$ cat src/rtl/pipe_mem_acc.sv
// MEM-stage data-memory access unit with MEM/WB pipeline register.
// Issues one registered request per load/store and stalls upstream until ack or timeout.
module pipe_mem_acc (
    input  logic        clk,
    input  logic        clr,
    input  logic [31:0] malu,
    input  logic [31:0] mb,
    input  logic [4:0]  mrn,
    input  logic        mwreg,
    input  logic        mm2reg,
    input  logic        mwmem,
    output logic        dmem_req,
    output logic        dmem_we,
    output logic [31:0] dmem_addr,
    output logic [31:0] dmem_wdata,
    input  logic        dmem_ack,
    input  logic [31:0] dmem_rdata,
    output logic        mstall,
    output logic        wwreg,
    output logic        wm2reg,
    output logic [31:0] wmo,
    output logic [31:0] walu,
    output logic [4:0]  wrn,
    output logic        merr
);

    typedef enum logic {
        S_IDLE = 1'b0,
        S_REQ  = 1'b1
    } state_t;

    state_t     state_reg;
    state_t     state_next;
    logic [3:0] cnt_reg;

    logic acc;
    logic issue;
    logic done_ack;
    logic time_out;

    // A load-and-store combination is treated as a store (dmem_we follows mwmem).
    assign acc = mm2reg | mwmem;

    always_comb begin
        state_next = state_reg;
        mstall     = 1'b0;
        issue      = 1'b0;
        done_ack   = 1'b0;
        time_out   = 1'b0;
        case (state_reg)
            S_IDLE: begin
                if (acc) begin
                    mstall     = 1'b1;
                    issue      = 1'b1;
                    state_next = S_REQ;
                end
            end
            S_REQ: begin
                if (dmem_ack) begin
                    done_ack   = 1'b1;
                    state_next = S_IDLE;
                end else if (cnt_reg == 4'hF) begin
                    // Release the pipeline so the faulting instruction drains as a bubble.
                    time_out   = 1'b1;
                    state_next = S_IDLE;
                end else begin
                    mstall = 1'b1;
                end
            end
            default: state_next = S_IDLE;
        endcase
    end

    always_ff @(posedge clk) begin
        if (clr) begin
            state_reg <= S_IDLE;
        end else begin
            state_reg <= state_next;
        end
    end

    always_ff @(posedge clk) begin
        if (clr) begin
            cnt_reg <= 4'd0;
        end else if (issue) begin
            cnt_reg <= 4'd0;
        end else if (state_reg == S_REQ && mstall) begin
            cnt_reg <= cnt_reg + 4'd1;
        end
    end

    always_ff @(posedge clk) begin
        if (clr) begin
            dmem_req   <= 1'b0;
            dmem_we    <= 1'b0;
            dmem_addr  <= 32'd0;
            dmem_wdata <= 32'd0;
        end else if (issue) begin
            dmem_req   <= 1'b1;
            dmem_we    <= mwmem;
            dmem_addr  <= malu;
            dmem_wdata <= mb;
        end else if (done_ack || time_out) begin
            dmem_req <= 1'b0;
        end
    end

    always_ff @(posedge clk) begin
        if (clr) begin
            merr <= 1'b0;
        end else if (time_out) begin
            merr <= 1'b1;
        end
    end

    // MEM/WB register: a stall or a timed-out access inserts a bubble and holds data.
    always_ff @(posedge clk) begin
        if (clr) begin
            wwreg  <= 1'b0;
            wm2reg <= 1'b0;
            wmo    <= 32'd0;
            walu   <= 32'd0;
            wrn    <= 5'd0;
        end else if (mstall || time_out) begin
            wwreg  <= 1'b0;
            wm2reg <= 1'b0;
        end else begin
            wwreg  <= mwreg;
            wm2reg <= mm2reg & ~mwmem;
            walu   <= malu;
            wrn    <= mrn;
            if (done_ack) begin
                wmo <= dmem_rdata;
            end
        end
    end

    a_req_matches_state: assert property (@(posedge clk) disable iff (clr)
        dmem_req == (state_reg == S_REQ));

    a_req_held_while_waiting: assert property (@(posedge clk) disable iff (clr)
        (state_reg == S_REQ && mstall) |=>
            (dmem_req && $stable(dmem_addr) && $stable(dmem_wdata) && $stable(dmem_we)));

endmodule

$ cat config.mk
export PLATFORM = sky130hd
export DESIGN_NAME = pipe_mem_acc
export DESIGN_NICKNAME = d
export VERILOG_FILES = /design/src/rtl/pipe_mem_acc.sv
export SDC_FILE = /design/constraint.sdc
export NUM_CORES = 1
export LEC_CHECK = 0
export BUFFER_PORTS_ARGS = -buffer_cell sky130_fd_sc_hd__buf_2
export CORE_UTILIZATION = 30
export DETAILED_ROUTE_END_ITERATION = 7
export PLACE_DENSITY = 0.68
export SYNTH_ARGS = -nofsm -noshare
export SYNTH_HDL_FRONTEND = slang
export SYNTH_SLANG_ARGS = --single-unit
$ cat constraint.sdc
create_clock -name clk -period 1.4 [get_ports clk]
set_clock_uncertainty 0.2 [all_clocks]
set_input_delay 0.42 -clock clk [delete_from_list [all_inputs] [get_ports clk]]
set_output_delay 0.42 -clock clk [all_outputs]
set_load 0.005 [all_outputs]
* Yosys cells after proc, flatten, opt, wreduce, memory -nomap -nowiden
Index checks and enable logic that the tools add are counted.
** Storage, ports and cells
- Output and inout bits :: 139
- Flip-flop bits (word level) :: 143
** Cells by class
- Equal/unequal tests :: 1
- Reductions and logical operators :: 7
- Mux-type cells :: 12
- Bitwise gates (word level) :: 5
- Add/sub/neg operators :: 1
** Operator list (number)
- 1-bit 2-to-1 mux :: 11
- 4-bit by 1-bit adder with 4-bit output, second input constant :: 1
- 4-bit equality test, second input constant :: 1
- 2-bit OR reduction :: 2
- 1-bit NOT :: 3
- 1-bit logical OR :: 2
- 1-bit one-hot mux with 2 select lines :: 1
- 2-bit AND reduction :: 1
- 2-bit nonzero test :: 1
- 1-bit bitwise AND :: 1
- 1-bit logical AND :: 1
- 1-bit OR :: 1

* Longest topological paths before layout
- Depth after elaboration :: 7
- Depth in mapped cells :: 7
- Mapped depth without buffers :: 4

* Least setup slack after synthesis
OpenSTA, ideal clock, no wires.
- Path type :: flip-flop to output port
- From :: reg cnt_reg[0]
- To :: out mstall
- Arrival time :: 1.066 ns
- Path slack :: -0.286 ns
- Path buffers :: 1
- Cell stages (with the launch flop) :: 5
- Cell sequence :: dfxtp_1 ha_1 and3_1 clkbuf_1 o21ai_0
** Between the ends
- Cells in the longest elaborated chain, start to end :: 4
** RTL lines
- from (decl) :: RTL line 34 : logic [3:0] cnt_reg;
- from (signal assigned) :: RTL line 88 : cnt_reg <= cnt_reg + 4'd1;
- 4-bit equality test :: RTL line 62 : end else if (cnt_reg == 4'hF) begin
- 1-bit 2-to-1 mux :: RTL line 62
- 1-bit 2-to-1 mux :: RTL line 59 : if (dmem_ack) begin
- 1-bit one-hot mux with 2 select lines :: RTL line 50 : case (state_reg)
- to (decl) :: RTL line 18 : output logic mstall,
Every way passes these cells.

* Final worst setup path
Ends and elaborated chain as after synthesis.

==> reports/qor.yml <==
detail-route-antenna-nets: 0
tightest_slew_ns: 0.391
synth_area_leader_cell: "dfxtp_1"
seq_area_frac_synth_pct: 54.1
path_cells: "ha_4 > and3_4 > o21ai_2 > buf_2"
cp-start-kind: "flip-flop"
drc: 0
grt_pass1_wl_um: 31700
worst_hold_path_type: "input port to flip-flop"
avgSynthCellArea_um2: 8.33
power.density_nw_per_um2: 1090
worst-path-max-fanout: 2
cts_inserted_buffers: 17
min_to: "wwreg"
antenna-diode-count: 0
firstDrtPassIters: 6
yosys-top-cells-area: "dfxtp_1 54%, nand2_1 14%, a21oi_1 13%"
synth-edff-count: 0
io_buffers: 245
syn_area_um2: 5290
synth_top_area_share_pct: 54.1
core_area_um2: 17200
tns_ns: -47.46
status: "finished with violations"
overflow: 0
hold_depth: 3
crit_type: "flip-flop to output port"
crit_path_end_kind: "output port"
drive_gt1_share_pct: 86.8
ys.flop_type: "dfxtp_1"
yosysWarnings: 0
reg2reg_depth: 6
grt_usage_pct: 22.9
r2r-end: "walu[20]"
placementRows: 48
first_iter_violations: 195
gp_congestion: 0.767
fin_cells: 1246
rrSetupSlack_ns: -0.37
die_x_um: 135
num_vias: 6163
fp.dieH_um: 135
cts_root_buffer: "clkbuf_16"
cts_buffer_depth: 2
die_area_um2: 18200
setup_viol: 279
worstSkewPairLatency_ns: 0.42
cp.arrival_ns: 1.34
cts_tree: "done"
grt_pass1_vias: 5935
crit_required_ns: 0.78
fin_crit_ns: 1.96
maxCapViolations: 0
violations: "setup timing"
ios: 246
yosys-top-cells-count: "196 x nand2_1, 143 x dfxtp_1, 140 x a21oi_1"
slew_headroom_pct: 74.0
dp.cells: 1098
viasPerCell: 4.95
rsz0062_at_grt: "yes"
clkTransAtPathRegs_ns: 0.06
wl_per_cell_um: 18.9
antenna_found_initial: 0
area_growth_pct: 116
place_hpwl_um: 11000
cpPeakStageDelay_ns: 0.34
slowest_stage: "dfxtp_2"
fmax_mhz: 509
synth_cell_types: 29
ir_drop_mv: 0.872
cellLeakagePower_nw: 4.93
fin_nets: 1116
ys_seq_elements: 143
syn_nets: 743
async_reset_ff_share_pct: 0
synthCells: 635
utilization_pct: 66.3
yosysMostFrequentCell: "nand2_1"
grt_max_degree: 55
start_util_pct: 30.7
hold_violations: 0
h-tree-depth: 4
cts_num_sinks: 143
worst_slack_ns: -0.563
maxSlewViolCount: 0
period_share_pct: 140
routed_wirelength_um: 23600
worstHoldStart: "mwreg"
r2r_start: "state_reg"
postCtsHoldBufs: 0
-- report_power, final --
group | total (mW) | leakage, nW | internal [mW] | switching [mW]
Clock | 5.00 | 0.301 | 3.01 | 1.98
Combinational | 2.95 | 3.41 | 1.56 | 1.39
Sequential | 4.55 | 1.23 | 4.38 | 0.172
-- layout by cell type (no fill, tap or decap), drive strengths merged --
cell and instances:
bufinv 4, clkinv 4, o21ba 1, clkinvlp 3
nor4 1, a21oi 140, nand2 197, bufbuf 1
nand3b 1, clkbuf 19, nand3 38, inv 6
and2 1, nor3 3, or3 3, ha 1
o31ai 1, nor2b 2, o21bai 1, dfxtp 143
and3 1, nand2b 2, o21ai 42, nor2 2
buf 403, a31oi 1
-- how the worst max path moves through the flow --
stage / startpoint / end / slack (ns) / depth (start not counted)
detailed placement: mm2reg / wrn[0] / -0.36 / 5
global placement: mm2reg / wrn[2] / -0.36 / 5
floorplan: mm2reg / walu[10] / -0.11 / 5
global route: cnt_reg[1] / mstall / -0.59 / 4
finish: cnt_reg[0] / mstall / -0.56 / 4
CTS: cnt_reg[0] / mstall / -0.54 / 4
-- metal layers --
metal	vias to the layer above	track usage [%]	share of wire (%)	routed length, um
met5	-	0	0	0
met4	0	6.49	2.0	478
met3	39	5.67	6.5	1530
met2	249	40.1	53	12400
met1	2981	27.7	39	9140
li1	2894	-	-	-
-- worst max-delay path, delay by kind of cell, from the launching register on --
| kind | cells | cell delay, ns |
|---|---|---|
| flip-flops | 1 | 0.34 |
| adder cells (fa/ha/maj) | 1 | 0.16 |
| AND/OR/NAND/NOR | 1 | 0.15 |
| AO/OA/AOI/OAI | 1 | 0.14 |
| buffers and inverters | 1 | 0.13 |
-- area by class of cell --
class,count,area [um2]
Clock buffer,17,425
Clock inverter,15,209
Fill cell,1222,5800
Inverter,2,10.0
Multi-Input combinational cell,438,3680
Sequential cell,143,3040
Tap cell,225,282
Timing Repair Buffer,406,3800
-- timing repair --
action,CTS,global route
pin swaps,87,173
cloned,27,2
resized for setup,368,347
setup endpoints to repair,270,280
setup buffers,70,38
-- metrics by stage --
step,total power [mW],setup slack [ns],hold WS [ns],instance area (um2)
after detailed placement,5.92,-0.364,0.243,7030
after CTS,11.9,-0.540,0.00298,10100
after global routing,12.9,-0.591,0.0136,11400
final,12.5,-0.563,0.0127,11400
after global placement,5.90,-0.360,0.238,7030
after floorplan,5.20,-0.109,0.253,5310
-- logic make-up after synthesis --
kind of cell	share of synthesized area (%)
AND/OR/NAND/NOR	22.3
adder cells (fa/ha/maj)	0.237
AO/OA/AOI/OAI	17.9
buffers and inverters	5.44
flip-flops	54.1
No activity file was read; power rests on OpenSTA's default activity.
